### src/rtl/simmem_pkg.sv
// Shared types and sizing constants for the simulated write-only memory controller.
// The write-address ingress stage takes its default FIFO depth and outstanding cap from here.
package simmem_pkg;

  localparam int unsigned IdWidth   = 6;
  localparam int unsigned AddrWidth = 32;

  localparam int unsigned WriteRespBankTotalCapacity = 16;

  localparam int unsigned WaddrIngressDepth          = 4;
  localparam int unsigned WaddrIngressMaxOutstanding = 8;

  typedef struct packed {
    logic [IdWidth-1:0]   id;
    logic [AddrWidth-1:0] addr;
    logic [7:0]           burst_len;
    logic [2:0]           burst_size;
  } waddr_req_t;

endpackage

### src/rtl/simmem_waddr_ingress_if.sv
// Write-address handshake bundle between the requester, the ingress stage and the controller.
// The slave modport is the ingress stage's view; master is the view of the surrounding logic.
interface simmem_waddr_ingress_if;
  import simmem_pkg::*;

  logic       in_valid_i;
  logic       in_ready_o;
  waddr_req_t in_data_i;
  logic       out_valid_o;
  logic       out_ready_i;
  waddr_req_t out_data_o;

  modport slave (
    input  in_valid_i, in_data_i, out_ready_i,
    output in_ready_o, out_valid_o, out_data_o
  );

  modport master (
    output in_valid_i, in_data_i, out_ready_i,
    input  in_ready_o, out_valid_o, out_data_o
  );

endinterface

### src/rtl/simmem_ingress_fifo.sv
// Small register FIFO for write-address requests: wrapping pointers plus a separate
// occupancy counter, so full/empty are plain compares on registered state.
module simmem_ingress_fifo
  import simmem_pkg::*;
#(
  parameter  int unsigned Depth = 4,
  localparam int unsigned PtrW  = $clog2(Depth),
  localparam int unsigned OccW  = $clog2(Depth) + 1
) (
  input  logic            clk_i,
  input  logic            rst_ni,
  input  logic            push_i,
  input  logic            pop_i,
  input  waddr_req_t      data_i,
  output waddr_req_t      data_o,
  output logic [OccW-1:0] occupancy_o,
  output logic            full_o,
  output logic            empty_o
);

  logic [PtrW-1:0] wptr_q, wptr_d;
  logic [PtrW-1:0] rptr_q, rptr_d;
  logic [OccW-1:0] occ_q, occ_d;
  waddr_req_t      mem_q [Depth];
  waddr_req_t      mem_d [Depth];

  always_comb begin
    wptr_d = wptr_q;
    rptr_d = rptr_q;
    occ_d  = occ_q;
    mem_d  = mem_q;
    if (push_i) begin
      mem_d[wptr_q] = data_i;
      wptr_d        = wptr_q + PtrW'(1);
    end
    if (pop_i) begin
      rptr_d = rptr_q + PtrW'(1);
    end
    case ({push_i, pop_i})
      2'b10:   occ_d = occ_q + OccW'(1);
      2'b01:   occ_d = occ_q - OccW'(1);
      default: occ_d = occ_q;
    endcase
  end

  always_ff @(posedge clk_i or negedge rst_ni) begin
    if (!rst_ni) begin
      wptr_q <= '0;
      rptr_q <= '0;
      occ_q  <= '0;
      for (int i = 0; i < Depth; i++) begin
        mem_q[i] <= '0;
      end
    end else begin
      wptr_q <= wptr_d;
      rptr_q <= rptr_d;
      occ_q  <= occ_d;
      mem_q  <= mem_d;
    end
  end

  assign data_o      = mem_q[rptr_q];
  assign occupancy_o = occ_q;
  assign full_o      = (occ_q == OccW'(Depth));
  assign empty_o     = (occ_q == '0);

endmodule

### src/rtl/simmem_waddr_ingress.sv
// Write-address ingress: buffers requests and caps in-flight writes ahead of the controller.
// Optional counters are enabled with `define SIMMEM_WADDR_INGRESS_STATS_EN.
module simmem_waddr_ingress
  import simmem_pkg::*;
#(
  parameter  int unsigned Depth          = WaddrIngressDepth,
  parameter  int unsigned MaxOutstanding = WaddrIngressMaxOutstanding,
  localparam int unsigned OccW           = $clog2(Depth) + 1,
  localparam int unsigned OutsW          = $clog2(MaxOutstanding + 1)
) (
  input  logic                   clk_i,
  input  logic                   rst_ni,
  simmem_waddr_ingress_if.slave  bus,
  input  logic                   wresp_done_i,
  output logic [OccW-1:0]        occupancy_o,
  output logic [OutsW-1:0]       outstanding_o,
  output logic                   err_o
`ifdef SIMMEM_WADDR_INGRESS_STATS_EN
  ,
  output logic [31:0]            stat_accepted_o,
  output logic [31:0]            stat_throttle_cycles_o
`endif
);

  logic             push;
  logic             pop;
  logic             full;
  logic             empty;
  logic             throttled;
  logic [OutsW-1:0] outstanding_q, outstanding_d;
  logic             err_q, err_d;

  simmem_ingress_fifo #(
    .Depth (Depth)
  ) u_fifo (
    .clk_i       (clk_i),
    .rst_ni      (rst_ni),
    .push_i      (push),
    .pop_i       (pop),
    .data_i      (bus.in_data_i),
    .data_o      (bus.out_data_o),
    .occupancy_o (occupancy_o),
    .full_o      (full),
    .empty_o     (empty)
  );

  // A response retiring this cycle frees a slot, so a throttled head may pop immediately.
  assign throttled       = (outstanding_q == OutsW'(MaxOutstanding));
  assign bus.in_ready_o  = !full;
  assign bus.out_valid_o = !empty && (!throttled || wresp_done_i);
  assign push            = bus.in_valid_i && !full;
  assign pop             = bus.out_valid_o && bus.out_ready_i;

  always_comb begin
    outstanding_d = outstanding_q;
    err_d         = err_q;
    if (pop && !wresp_done_i) begin
      outstanding_d = outstanding_q + OutsW'(1);
    end else if (!pop && wresp_done_i) begin
      if (outstanding_q == '0) begin
        err_d = 1'b1;
      end else begin
        outstanding_d = outstanding_q - OutsW'(1);
      end
    end
  end

  always_ff @(posedge clk_i or negedge rst_ni) begin
    if (!rst_ni) begin
      outstanding_q <= '0;
      err_q         <= 1'b0;
    end else begin
      outstanding_q <= outstanding_d;
      err_q         <= err_d;
    end
  end

  assign outstanding_o = outstanding_q;
  assign err_o         = err_q;

`ifdef SIMMEM_WADDR_INGRESS_STATS_EN
  logic [31:0] stat_accepted_q, stat_accepted_d;
  logic [31:0] stat_throttle_q, stat_throttle_d;

  always_comb begin
    stat_accepted_d = stat_accepted_q;
    stat_throttle_d = stat_throttle_q;
    if (push && (stat_accepted_q != '1)) begin
      stat_accepted_d = stat_accepted_q + 32'd1;
    end
    if (!empty && throttled && (stat_throttle_q != '1)) begin
      stat_throttle_d = stat_throttle_q + 32'd1;
    end
  end

  always_ff @(posedge clk_i or negedge rst_ni) begin
    if (!rst_ni) begin
      stat_accepted_q <= '0;
      stat_throttle_q <= '0;
    end else begin
      stat_accepted_q <= stat_accepted_d;
      stat_throttle_q <= stat_throttle_d;
    end
  end

  assign stat_accepted_o        = stat_accepted_q;
  assign stat_throttle_cycles_o = stat_throttle_q;
`endif

endmodule

### src/flat_wrapper.sv
// flat-port wrapper written by rule: the top's interface ports become plain ports
module simmem_waddr_ingress_flat import simmem_pkg::*;
#(
  parameter  int unsigned Depth          = WaddrIngressDepth,
  parameter  int unsigned MaxOutstanding = WaddrIngressMaxOutstanding,
  localparam int unsigned OccW           = $clog2(Depth) + 1,
  localparam int unsigned OutsW          = $clog2(MaxOutstanding + 1)
)
  (clk_i, rst_ni, wresp_done_i, occupancy_o, outstanding_o, err_o, bus_in_valid_i, bus_in_data_i, bus_out_ready_i, bus_in_ready_o, bus_out_valid_o, bus_out_data_o);
  simmem_waddr_ingress_if bus_i ();
  input  logic clk_i;
  input  logic rst_ni;
  input  logic wresp_done_i;
  output logic [OccW-1:0] occupancy_o;
  output logic [OutsW-1:0] outstanding_o;
  output logic err_o;
  input wire logic [$bits(bus_i.in_valid_i)-1:0] bus_in_valid_i;
  input wire logic [$bits(bus_i.in_data_i)-1:0] bus_in_data_i;
  input wire logic [$bits(bus_i.out_ready_i)-1:0] bus_out_ready_i;
  output wire logic [$bits(bus_i.in_ready_o)-1:0] bus_in_ready_o;
  output wire logic [$bits(bus_i.out_valid_o)-1:0] bus_out_valid_o;
  output wire logic [$bits(bus_i.out_data_o)-1:0] bus_out_data_o;
  assign bus_i.in_valid_i = bus_in_valid_i;
  assign bus_i.in_data_i = bus_in_data_i;
  assign bus_i.out_ready_i = bus_out_ready_i;
  assign bus_in_ready_o = bus_i.in_ready_o;
  assign bus_out_valid_o = bus_i.out_valid_o;
  assign bus_out_data_o = bus_i.out_data_o;
  simmem_waddr_ingress #(.Depth(Depth), .MaxOutstanding(MaxOutstanding)) u_core (.clk_i(clk_i), .rst_ni(rst_ni), .bus(bus_i), .wresp_done_i(wresp_done_i), .occupancy_o(occupancy_o), .outstanding_o(outstanding_o), .err_o(err_o));
endmodule
### config.mk
export PLATFORM = sky130hd
export DESIGN_NAME = simmem_waddr_ingress_flat
export DESIGN_NICKNAME = d
export VERILOG_FILES = /design/src/rtl/simmem_pkg.sv /design/src/rtl/simmem_waddr_ingress_if.sv /design/src/rtl/simmem_ingress_fifo.sv /design/src/rtl/simmem_waddr_ingress.sv /design/src/flat_wrapper.sv
export SDC_FILE = /design/constraint.sdc
export NUM_CORES = 1
export LEC_CHECK = 0
export CORE_UTILIZATION = 30
export CTS_CLUSTER_DIAMETER = 120
export DETAILED_ROUTE_END_ITERATION = 8
export GPL_ROUTABILITY_DRIVEN = 0
export PLACE_DENSITY_LB_ADDON = 0.08
export SLEW_MARGIN = 20
export SYNTH_ARGS = -nofsm -noshare
export SYNTH_HDL_FRONTEND = slang
export SYNTH_HIERARCHICAL = 1
export SYNTH_SLANG_ARGS = --single-unit
### constraint.sdc
create_clock -name clk_i -period 3.75 [get_ports clk_i]
set_input_delay 1.125 -clock clk_i [delete_from_list [all_inputs] [get_ports clk_i]]
set_output_delay 1.125 -clock clk_i [all_outputs]
set_load 0.1 [all_outputs]
==> results of run 1 <==
## logic make-up after synthesis
logic type / Yosys count
buffers and inverters: 43
AOI/OAI and AO/OA: 7
muxes: 249
DFF: 208
adders and majority gates: 11
and+or+nand+nor: 20
xor gates and xnor gates: 8
## registers in the layout, indices dropped and copies added (netlist names)
register,flops
u_core/u_fifo/occupancy_o,3
u_core/u_fifo/wptr_q,2
u_core/outstanding_o,4
u_core/err_o,1
u_core/u_fifo/mem_q,196
u_core/u_fifo/rptr_q,2
## per-stage QoR
step | setup WS (ns) | instances
2_1_floorplan | 0.0527 | 546
3_3_place_gp | 0.154 | 1043
3_5_place_dp | 0.0883 | 1043
4_1_cts | 0.326 | 1089
5_1_grt | 0.280 | 1089
6_report | 0.389 | 1089
## cells in the final DEF (no fill, tap or decap), drive strengths merged, types with 2 or more instances in the layout
cell,synthesis,final
inv,10,10
nor3,2,2
clkdlybuf4s50,0,52
clkbuf,1,42
mux2i,2,2
a21o,2,2
xnor2,3,3
buf,32,81
ha,9,9
nor2,6,6
mux2,198,198
fa,2,2
nand2,8,8
clkinv,0,4
mux4,49,49
xor2,5,5
dfrtp,208,208
## worst reg2reg max path: cells and delay by family (launching register included)
family	cells	cell delay, ns
flops	1	0.46
fa+ha+maj	2	0.44
mux	1	0.37
buf+inv	2	0.16
simple gates	2	0.52
compound gates	4	0.70
## how the worst min path moves through the flow
stage / cells past startpoint / to / from / slack, ns
floorplan: 1 / u_core/u_fifo/mem_q[100] / u_core/u_fifo/mem_q[100] / 0.47
global placement: 1 / u_core/err_o / u_core/err_o / 0.45
detailed placement: 1 / u_core/u_fifo/mem_q[115] / u_core/u_fifo/mem_q[115] / 0.49
CTS: 1 / u_core/u_fifo/mem_q[115] / u_core/u_fifo/mem_q[115] / 0.50
global route: 1 / u_core/u_fifo/mem_q[115] / u_core/u_fifo/mem_q[115] / 0.51
finish: 1 / u_core/err_o / u_core/err_o / 0.49
## routing by layer
layer	wire length, µm	global-route usage (%)	vias to the layer above
li1	-	-	2291
met1	9320	17.1	2747
met2	10900	23.7	91
met3	991	2.82	31
met4	488	3.62	0
met5	0	0	-
## area by class of cell
class                           instances  area [µm²]
Clock buffer                           41         778
Clock inverter                          5        50.0
Fill cell                            2835       19000
Inverter                               10        37.5
Multi-Input combinational cell        295        4010
Sequential cell                       208        5210
Tap cell                              396         495
Timing Repair Buffer                  134        1220
==> implementation parameters, run 1 <==
Parameter                              Value

Synth
  Simple-gate portion of the synthesized area ... 1.30%
  Biggest area consumer among synthesized cells ... dfrtp_1
  Count of distinct cell types in the synthesized netlist ... 28
  Portion of synthesized cell area occupied by the leading cell type ... 54.8%
  Commonest cells post-synth ... 208 x dfrtp_1, 157 x mux2_2, 41 x mux2_4, 25 x mux4_1, 24 x mux4_2
  Arithmetic-cell share of the synthesized area counting full adders, half adders and majority gates ... 1.61%
  Main combinational cell family by area after synthesis ... multiplexers
  Count of flip-flops with a built-in enable after synthesis ... 0
  Proportion of register bits with asynchronous set or reset after synthesis ... 100%
  Average cell area after synthesis ... 17.4 µm²
  Post-Syn Instances ... 546
  Sequential area share after synthesis ... 54.8%
  Top cells by area in the synthesized netlist ... dfrtp_1 55%, mux2_2 19%, mux4_1 6.9%
  Ys flop type ... dfrtp_1
  Compound-Gate Fraction of Synth Area ... 0.501%
  Dominant cell by count in the synthesized netlist ... dfrtp_1
  Post-Syn Nets ... 611
  Share of synthesized area spent on multiplexers ... 37.9%
  Number of warning messages in the yosys log ... 6
  Xor/xnor share of the synthesized area ... 0.738%
  Synthesized cell area ... 0.00950 mm²
  Number of flip-flops and latches in the synthesized netlist ... 208

Floorplanning
  Placeable core area ... 0.0308 mm²
  Chip height ... 180 µm
  Floorplan die area ... 0.0324 mm²
  Starting density of the core ... 30.8%
  Number of placement rows ... 64
  Top-Level Pins ... 113
  Horizontal extent of the die ... 180 µm

Place
  Number of input and output port buffers inserted ... 112
  Area after detailed placement ... 0.0110 mm²
  HPWL after detailed placement ... 13700 µm

Setup path
  Biggest fanout along the worst timing path ... 27
  CP Capture Point ... bus_out_data_o[15]
  Launching instance or port of the critical path ... u_core/u_fifo/rptr_q[0]
  Cell family with most CP delay ... multiplexers
  Worst Path Buf+Inv ... 2
  Slack of the worst reg-to-reg path ... 1.00 ns
  Crit Path Category ... flop to output port
  Endpoint type of the worst setup path ... output port
  Source of the worst register-to-register timing path ... u_core/outstanding_o[0]
  Critical Path AT ... 2.24 ns
  Data required, critical path ... 2.62 ns
  Slowest stage cell, crit path ... mux4_1
  R2R cell count ... 11
  Maximum cell stage delay along the critical path ... 0.63 ns
  Type of origin of the critical path ... flop
  Number of cells on the critical path ... 3
  End of the worst register-to-register path ... u_core/outstanding_o[3]
  Critical path cell sequence ... buf_12 -> mux4_1 -> buf_4

Final layout
  Antenna diode count ... 0
  Count of nets after finishing ... 740
  Core utilization of the finished layout ... 38.3%
  Area Overhead vs Synth ... 24.3%
  Fraction of layout instances using a drive strength above 1 ... 50.8%
  Summed area of non-filler cells in the final layout ... 0.0118 mm²

Global routing
  Antenna violations before repair ... 0
  Total GRT Usage ... 13.6%
  Wire length of the first global-routing pass ... 34200 µm
  Total overflow reported by the global router ... 0
  Vias in the first global route ... 5927
  Largest net degree at the start of global routing ... 102

Clock tree
  Master cell of the clock root buffer ... clkbuf_16
  Clock tree from TritonCTS ... yes
  Longest Clk Path Bufs ... 3
  Post-CTS clock slew at the launch and capture registers of the worst setup and hold paths ... 0.05 ns
  Number of buffers inserted to repair setup after CTS ... 0
  Cells resized by post-CTS repair ... 0
  Number of CTS-inserted buffers ... 26
  CTS H-tree lvls ... 1
  Hold buffer count at CTS ... 0
  Latest clock arrival within the worst-skew pair ... 0.52 ns
  TritonCTS Sinks ... 208

STA
  Highest achievable clock rate ... 298 MHz
  RSZ-0062 raised after global routing ... false
  Final number of hold-violating endpoints ... 0
  Finish-stage setup viols ... 0
  Worst hold margin ... 0.488 ns
  Actual transition at the worst max-transition pin ... 0.847 ns
  Worst slew margin relative to its limit ... 43.6%
  Final-layout setup total negative slack ... 0 ns
  Fraction of the cycle the final worst path needs ... 89.6%
  Post-route clock skew ... 0.0171 ns
  Number of pins with negative max-slew slack in the final report ... 0
  Clock period minus worst slack ... 3.36 ns

Outcome
  Violated checks ... DRC
  Run status ... finished with violations

Drt
  Pre-Repair DR Iteration Count ... 6
  Avg WL per Cell ... 19.9 µm
  Via-per-instance ratio ... 4.74
  Detailed-route via count ... 5160
  Iteration-0 DRC Markers ... 164
  Total Wirelength ... 21700 µm
  # DRC ... 9
  Post-detailed-route count of antenna-violating nets ... 0

Run
  Maximum capacitance violations ... 0

Hold path
  Hold crit path type ... flop to flop
Power of run 1 is left out: the tool's default activity adds up to more than one toggle a clock period on the data nets, which glitch-free logic cannot reach.
==> run 2, diff against run 1 <==
- PLACE_DENSITY: unset -> 0.55
- PLACE_DENSITY_LB_ADDON: 0.08 -> unset
==> implementation parameters, run 2 (synthesized netlist as in run 1, its figures left out) <==
Parameter                              Value

Outcome
  Run status ... finished with violations
  Violated checks ... DRC

Clock tree
  Master cell of the clock root buffer ... clkbuf_16
  Number of CTS-inserted buffers ... 24 (-7.7%)
  Number of buffers inserted to repair setup after CTS ... 0 (unchanged)
  Longest Clk Path Bufs ... 3 (unchanged)
  Hold buffer count at CTS ... 0 (unchanged)
  CTS H-tree lvls ... 1 (unchanged)
  TritonCTS Sinks ... 208 (unchanged)
  Clock tree from TritonCTS ... yes
  Post-CTS clock slew at the launch and capture registers of the worst setup and hold paths ... 0.05 ns (about the same)
  Latest clock arrival within the worst-skew pair ... 0.51 ns (about the same)
  Cells resized by post-CTS repair ... 0 (unchanged)

Setup path
  Critical Path AT ... 2.42 ns (+0.18 ns)
  Endpoint type of the worst setup path ... output port
  Biggest fanout along the worst timing path ... 20 (-26%)
  Data required, critical path ... 2.62 ns (about the same)
  Type of origin of the critical path ... flop
  Crit Path Category ... flop to output port

Floorplanning
  Number of placement rows ... 64 (unchanged)
  Horizontal extent of the die ... 180 µm (unchanged)
  Starting density of the core ... 30.8% (unchanged)
  Top-Level Pins ... 113 (unchanged)
  Chip height ... 180 µm (unchanged)
  Placeable core area ... 0.0308 mm² (unchanged)
  Floorplan die area ... 0.0324 mm² (unchanged)

Drt
  Iteration-0 DRC Markers ... 137 (-16%)
  Pre-Repair DR Iteration Count ... 6 (unchanged)
  Total Wirelength ... 21000 µm (-3.0%)
  # DRC ... 20 (+11)
  Post-detailed-route count of antenna-violating nets ... 0 (unchanged)
  Detailed-route via count ... 5229 (+1.3%)
  Avg WL per Cell ... 19.4 µm (-2.7%)
  Via-per-instance ratio ... 4.81 (+1.6%)

Hold path
  Hold crit path type ... flop to flop

STA
  Worst slew margin relative to its limit ... 53.3% (+9.7 points)
  Actual transition at the worst max-transition pin ... 0.700 ns (-0.146 ns)
  Final-layout setup total negative slack ... 0 ns (unchanged)
  Post-route clock skew ... 0.00807 ns (-0.00907 ns)
  RSZ-0062 raised after global routing ... false
  Number of pins with negative max-slew slack in the final report ... 0 (unchanged)
  Fraction of the cycle the final worst path needs ... 94.6% (+5.0 points)
  Highest achievable clock rate ... 282 MHz (-5.3%)
  Clock period minus worst slack ... 3.55 ns (+0.188 ns)
  Finish-stage setup viols ... 0 (unchanged)
  Final number of hold-violating endpoints ... 0 (unchanged)

Global routing
  Largest net degree at the start of global routing ... 85 (-17%)
  Antenna violations before repair ... 0 (unchanged)
  Vias in the first global route ... 6061 (+2.3%)
  Total overflow reported by the global router ... 0 (unchanged)
  Wire length of the first global-routing pass ... 34000 µm (-0.55%)
  Total GRT Usage ... 13.3% (-0.28 points)

Place
  Number of input and output port buffers inserted ... 112 (unchanged)
  HPWL after detailed placement ... 13900 µm (+1.3%)

Final layout
  Leading cell type in the layout, fill and taps excluded ... dfrtp_1
  Fraction of layout instances using a drive strength above 1 ... 50.8% (about the same)
  Highest-count cells in the layout ignoring fill and taps ... 203 x dfrtp_1, 157 x mux2_2, 75 x buf_4, 52 x clkdlybuf4s50_1, 41 x mux2_4
  Top register by number of flip-flops ... u_core/u_fifo/mem_q
  Fill cell count ... 2846 (+0.39%)
  Flip-flop count of the largest register after layout ... 196 (unchanged)
  Area Overhead vs Synth ... 23.4%
  Count of nets after finishing ... 738 (-0.27%)

Run
  Maximum capacitance violations ... 0 (unchanged)
==> run 2: changes by cell type in the layout (fill, tap and decap cells not counted) <==
cell and delta:
clkbuf_1 -2, clkinv_2 +2, diode_2 +1, bufinv_16 -1, clkbuf_8 -1, clkbuf_16 -2
==> run 2: area by class of cell <==
type	instances	area, µm²	share of cell area (%)
tap	396	495	4.23
timing repair buffer	134	1220	10.4
sequential	208	5210	44.5
clock inverter	6	30.0	0.256
inverter	10	37.5	0.320
multi-input combinational	295	4010	34.2
clock buffer	36	707	6.04
antenna	1	2.50	0.0214
==> run 2: worst max-delay path, stage by stage, from the launching register on <==
cell,delay (ns)
dfrtp_4,0.69
buf_4,0.34
mux4_1,0.61
buf_4,0.26
==> run 2: metal layers <==
layer  vias up  track usage, %  share of wire (%)
li1       2297               -                  -
met1      2803            16.8                 42
met2        98            23.2                 51
met3        31            2.63                4.6
met4         0            3.79                2.4
met5         -               0                  0
==> run 2: per-stage QoR <==
stage | cell area [µm²] | utilization [%] | worst slack [ns] | hold WS (ns) | std cells
after CTS | 11700 | 38.0 | 0.116 | 0.471 | 1085
after global routing | 11700 | 38.0 | 0.0709 | 0.481 | 1085
after floorplan | 9510 | - | 0.0527 | 0.470 | 546
after global placement | 11000 | 35.6 | 0.162 | 0.444 | 1043
after detailed placement | 11000 | 35.6 | 0.0570 | 0.458 | 1043
final | 11700 | 38.0 | 0.201 | 0.465 | 1086
==> run 2: path summary, 6_finish.rpt <==
check                                      endpoint  cells past startpoint               startpoint  slack [ns]
setup / recovery                 bus_out_data_o[37]                      3  u_core/u_fifo/rptr_q[0]        0.20
hold / removal                         u_core/err_o                      1             u_core/err_o        0.46
setup reg to reg            u_core/outstanding_o[3]                     11  u_core/outstanding_o[0]        0.89
hold reg to reg                        u_core/err_o                      1             u_core/err_o        0.46
max in group asynchronous  u_core/u_fifo/mem_q[108]                      2                   rst_ni        2.25
min in group asynchronous  u_core/u_fifo/mem_q[187]                      1                   rst_ni        0.67
Power of run 2 is left out for the same reason.
==> run 3, diff against run 2 <==
- SETUP_SLACK_MARGIN: unset -> 0.15
==> implementation parameters, run 3 (synthesized netlist as in run 1, its figures left out) <==
Parameter                              Value

Final layout
  Leading cell type in the layout, fill and taps excluded ... dfrtp_1
  Fill cell count ... 2779 (-2.4%)
  Top register by number of flip-flops ... u_core/u_fifo/mem_q
  Highest-count cells in the layout ignoring fill and taps ... 203 x dfrtp_1, 157 x mux2_2, 52 x clkdlybuf4s50_1, 47 x buf_4, 41 x mux2_4
  Summed area of non-filler cells in the final layout ... 0.0121 mm² (+3.4%)
  Area Overhead vs Synth ... 27.5%
  Fraction of layout instances using a drive strength above 1 ... 51.3% (+0.51 points)
  Flip-flop count of the largest register after layout ... 196 (unchanged)
  Count of nets after finishing ... 738 (unchanged)
  Cell Count, Final, Fillers Out ... 1083 (-0.28%)

STA
  Worst slew margin relative to its limit ... 53.7% (+0.37 points)
  Actual transition at the worst max-transition pin ... 0.695 ns (-0.00549 ns)
  Finish-stage setup viols ... 0 (unchanged)
  Number of pins with negative max-slew slack in the final report ... 0 (unchanged)
  Highest achievable clock rate ... 295 MHz (+4.6%)
  Final-layout setup total negative slack ... 0 ns (unchanged)
  Clock period minus worst slack ... 3.39 ns (-0.155 ns)
  Fraction of the cycle the final worst path needs ... 90.5% (-4.1 points)
  Final number of hold-violating endpoints ... 0 (unchanged)
  Post-route clock skew ... 0.0123 ns (+0.00424 ns)
  RSZ-0062 raised after global routing ... false

Setup path
  Slowest stage cell, crit path ... mux4_1
  Type of origin of the critical path ... flop
  CP Capture Point ... bus_out_data_o[14]
  Launching instance or port of the critical path ... u_core/u_fifo/rptr_q[0]
  Critical path cell sequence ... buf_12 -> mux4_1 -> buf_12
  R2R cell count ... 11 (unchanged)
  Number of cells on the critical path ... 3 (unchanged)
  Crit Path Category ... flop to output port
  Cell repeated most along the worst path ... buf_12
  Maximum cell stage delay along the critical path ... 0.67 ns (-0.02 ns)
  Endpoint type of the worst setup path ... output port
  Worst Path Buf+Inv ... 2 (unchanged)
  Biggest fanout along the worst timing path ... 22 (+10%)
  Slack of the worst reg-to-reg path ... 1.08 ns (+0.19 ns)
  Critical Path AT ... 2.27 ns (-0.15 ns)
  End of the worst register-to-register path ... u_core/outstanding_o[3]
  Data required, critical path ... 2.62 ns (about the same)
  Source of the worst register-to-register timing path ... u_core/outstanding_o[0]
  Cell family with most CP delay ... multiplexers

Global routing
  Total GRT Usage ... 13.7% (+0.34 points)
  Largest net degree at the start of global routing ... 84 (-1.2%)
  Vias in the first global route ... 6098 (+0.61%)
  Total overflow reported by the global router ... 0 (unchanged)
  Antenna violations before repair ... 0 (unchanged)
  Wire length of the first global-routing pass ... 34600 µm (+1.8%)

Hold path
  Worst Hold Depth ... 1 (unchanged)
  Hold crit path type ... flop to flop

Outcome
  Violated checks ... DRC
  Run status ... finished with violations

Floorplanning
  Placeable core area ... 0.0308 mm² (unchanged)
  Starting density of the core ... 30.8% (unchanged)
  Floorplan die area ... 0.0324 mm² (unchanged)
  Horizontal extent of the die ... 180 µm (unchanged)
  Number of placement rows ... 64 (unchanged)
  Chip height ... 180 µm (unchanged)
  Top-Level Pins ... 113 (unchanged)

Place
  Number of input and output port buffers inserted ... 112 (unchanged)
  HPWL after detailed placement ... 13600 µm (-2.2%)
  Area after detailed placement ... 0.0113 mm² (+2.9%)
  Post-Place Cells ... 1041 (-0.19%)

Clock tree
  Post-CTS clock slew at the launch and capture registers of the worst setup and hold paths ... 0.05 ns (about the same)
  Number of CTS-inserted buffers ... 25 (+4.2%)
  Clock tree from TritonCTS ... yes
  Master cell of the clock root buffer ... clkbuf_16
  Latest clock arrival within the worst-skew pair ... 0.51 ns (about the same)
  CTS H-tree lvls ... 1 (unchanged)
  TritonCTS Sinks ... 208 (unchanged)
  Longest Clk Path Bufs ... 3 (unchanged)
  Hold buffer count at CTS ... 0 (unchanged)

Drt
  Via-per-instance ratio ... 4.78 (-0.62%)
  # DRC ... 16 (-20%)
  Detailed-route via count ... 5182 (-0.90%)
  Post-detailed-route count of antenna-violating nets ... 0 (unchanged)
  Pre-Repair DR Iteration Count ... 6 (unchanged)
  Avg WL per Cell ... 19.8 µm (+2.4%)
  Iteration-0 DRC Markers ... 166 (+21%)
  Total Wirelength ... 21500 µm (+2.1%)

Run
  Maximum capacitance violations ... 0 (unchanged)
[run 3: cell types whose count changed in the layout (fill, tap and decap cells not counted), moves of 2 or more]
cell	change
buf_12	+26
clkbuf_1	-2
buf_4	-28
clkinv_2	-5
clkbuf_8	+2
bufinv_16	+2
[run 3: per-layer routing]
metal  up-vias  global-route usage [%]  share of wire, %
met4         0                    3.28               1.9
met1      2760                    16.9                42
met3        28                    3.22               4.9
met5         -                       0                 0
li1       2296                       -                 -
met2        98                    24.0                51
[run 3: stage by stage]
| step | hold WS (ns) | setup slack [ns] | util [%] |
|---|---|---|---|
| 2_1_floorplan | 0.470 | 0.151 | - |
| 3_3_place_gp | 0.444 | 0.186 | 36.6 |
| 3_5_place_dp | 0.469 | 0.148 | 36.6 |
| 4_1_cts | 0.486 | 0.280 | 39.3 |
| 5_1_grt | 0.490 | 0.253 | 39.3 |
| 6_report | 0.477 | 0.356 | 39.3 |
[run 3: repair_timing]
action | in CTS | in global routing
setup buffers | 1 | 0
endpoints found under the setup margin | 1 | 0
resized for setup | 0 | 0
[run 3: layout make-up]
| type | count | area (µm²) | share of cell area, % |
|---|---|---|---|
| clock buffers | 36 | 727 | 6.00 |
| multi-input cells | 295 | 4020 | 33.2 |
| well taps | 396 | 495 | 4.09 |
| clock inverters | 4 | 73.8 | 0.610 |
| inverters | 10 | 37.5 | 0.310 |
| repair buffers | 133 | 1540 | 12.7 |
| flip-flops and latches | 208 | 5210 | 43.1 |
| diodes | 1 | 2.50 | 0.0207 |
[run 3: worst min path at each step]
stage                                         from                  endpoint  slack, ns
after detailed placement              u_core/err_o              u_core/err_o       0.47
after global routing                  u_core/err_o              u_core/err_o       0.49
after global placement                u_core/err_o              u_core/err_o       0.44
final                                 u_core/err_o              u_core/err_o       0.48
after floorplan           u_core/u_fifo/mem_q[100]  u_core/u_fifo/mem_q[100]       0.47
after CTS                             u_core/err_o              u_core/err_o       0.49
[run 3: worst reg2reg max path, stage by stage, from the launching register on]
cell and delay, ns:
dfrtp_2 0.46, nor3_1 0.40, a31oi_4 0.15, nand2_2 0.10, inv_2 0.04, ha_1 0.21, inv_1 0.09, ha_1 0.22
a21o_1 0.19, a21oi_2 0.17, mux2_2 0.35, a22o_1 0.19
Power of run 3 is left out for the same reason.
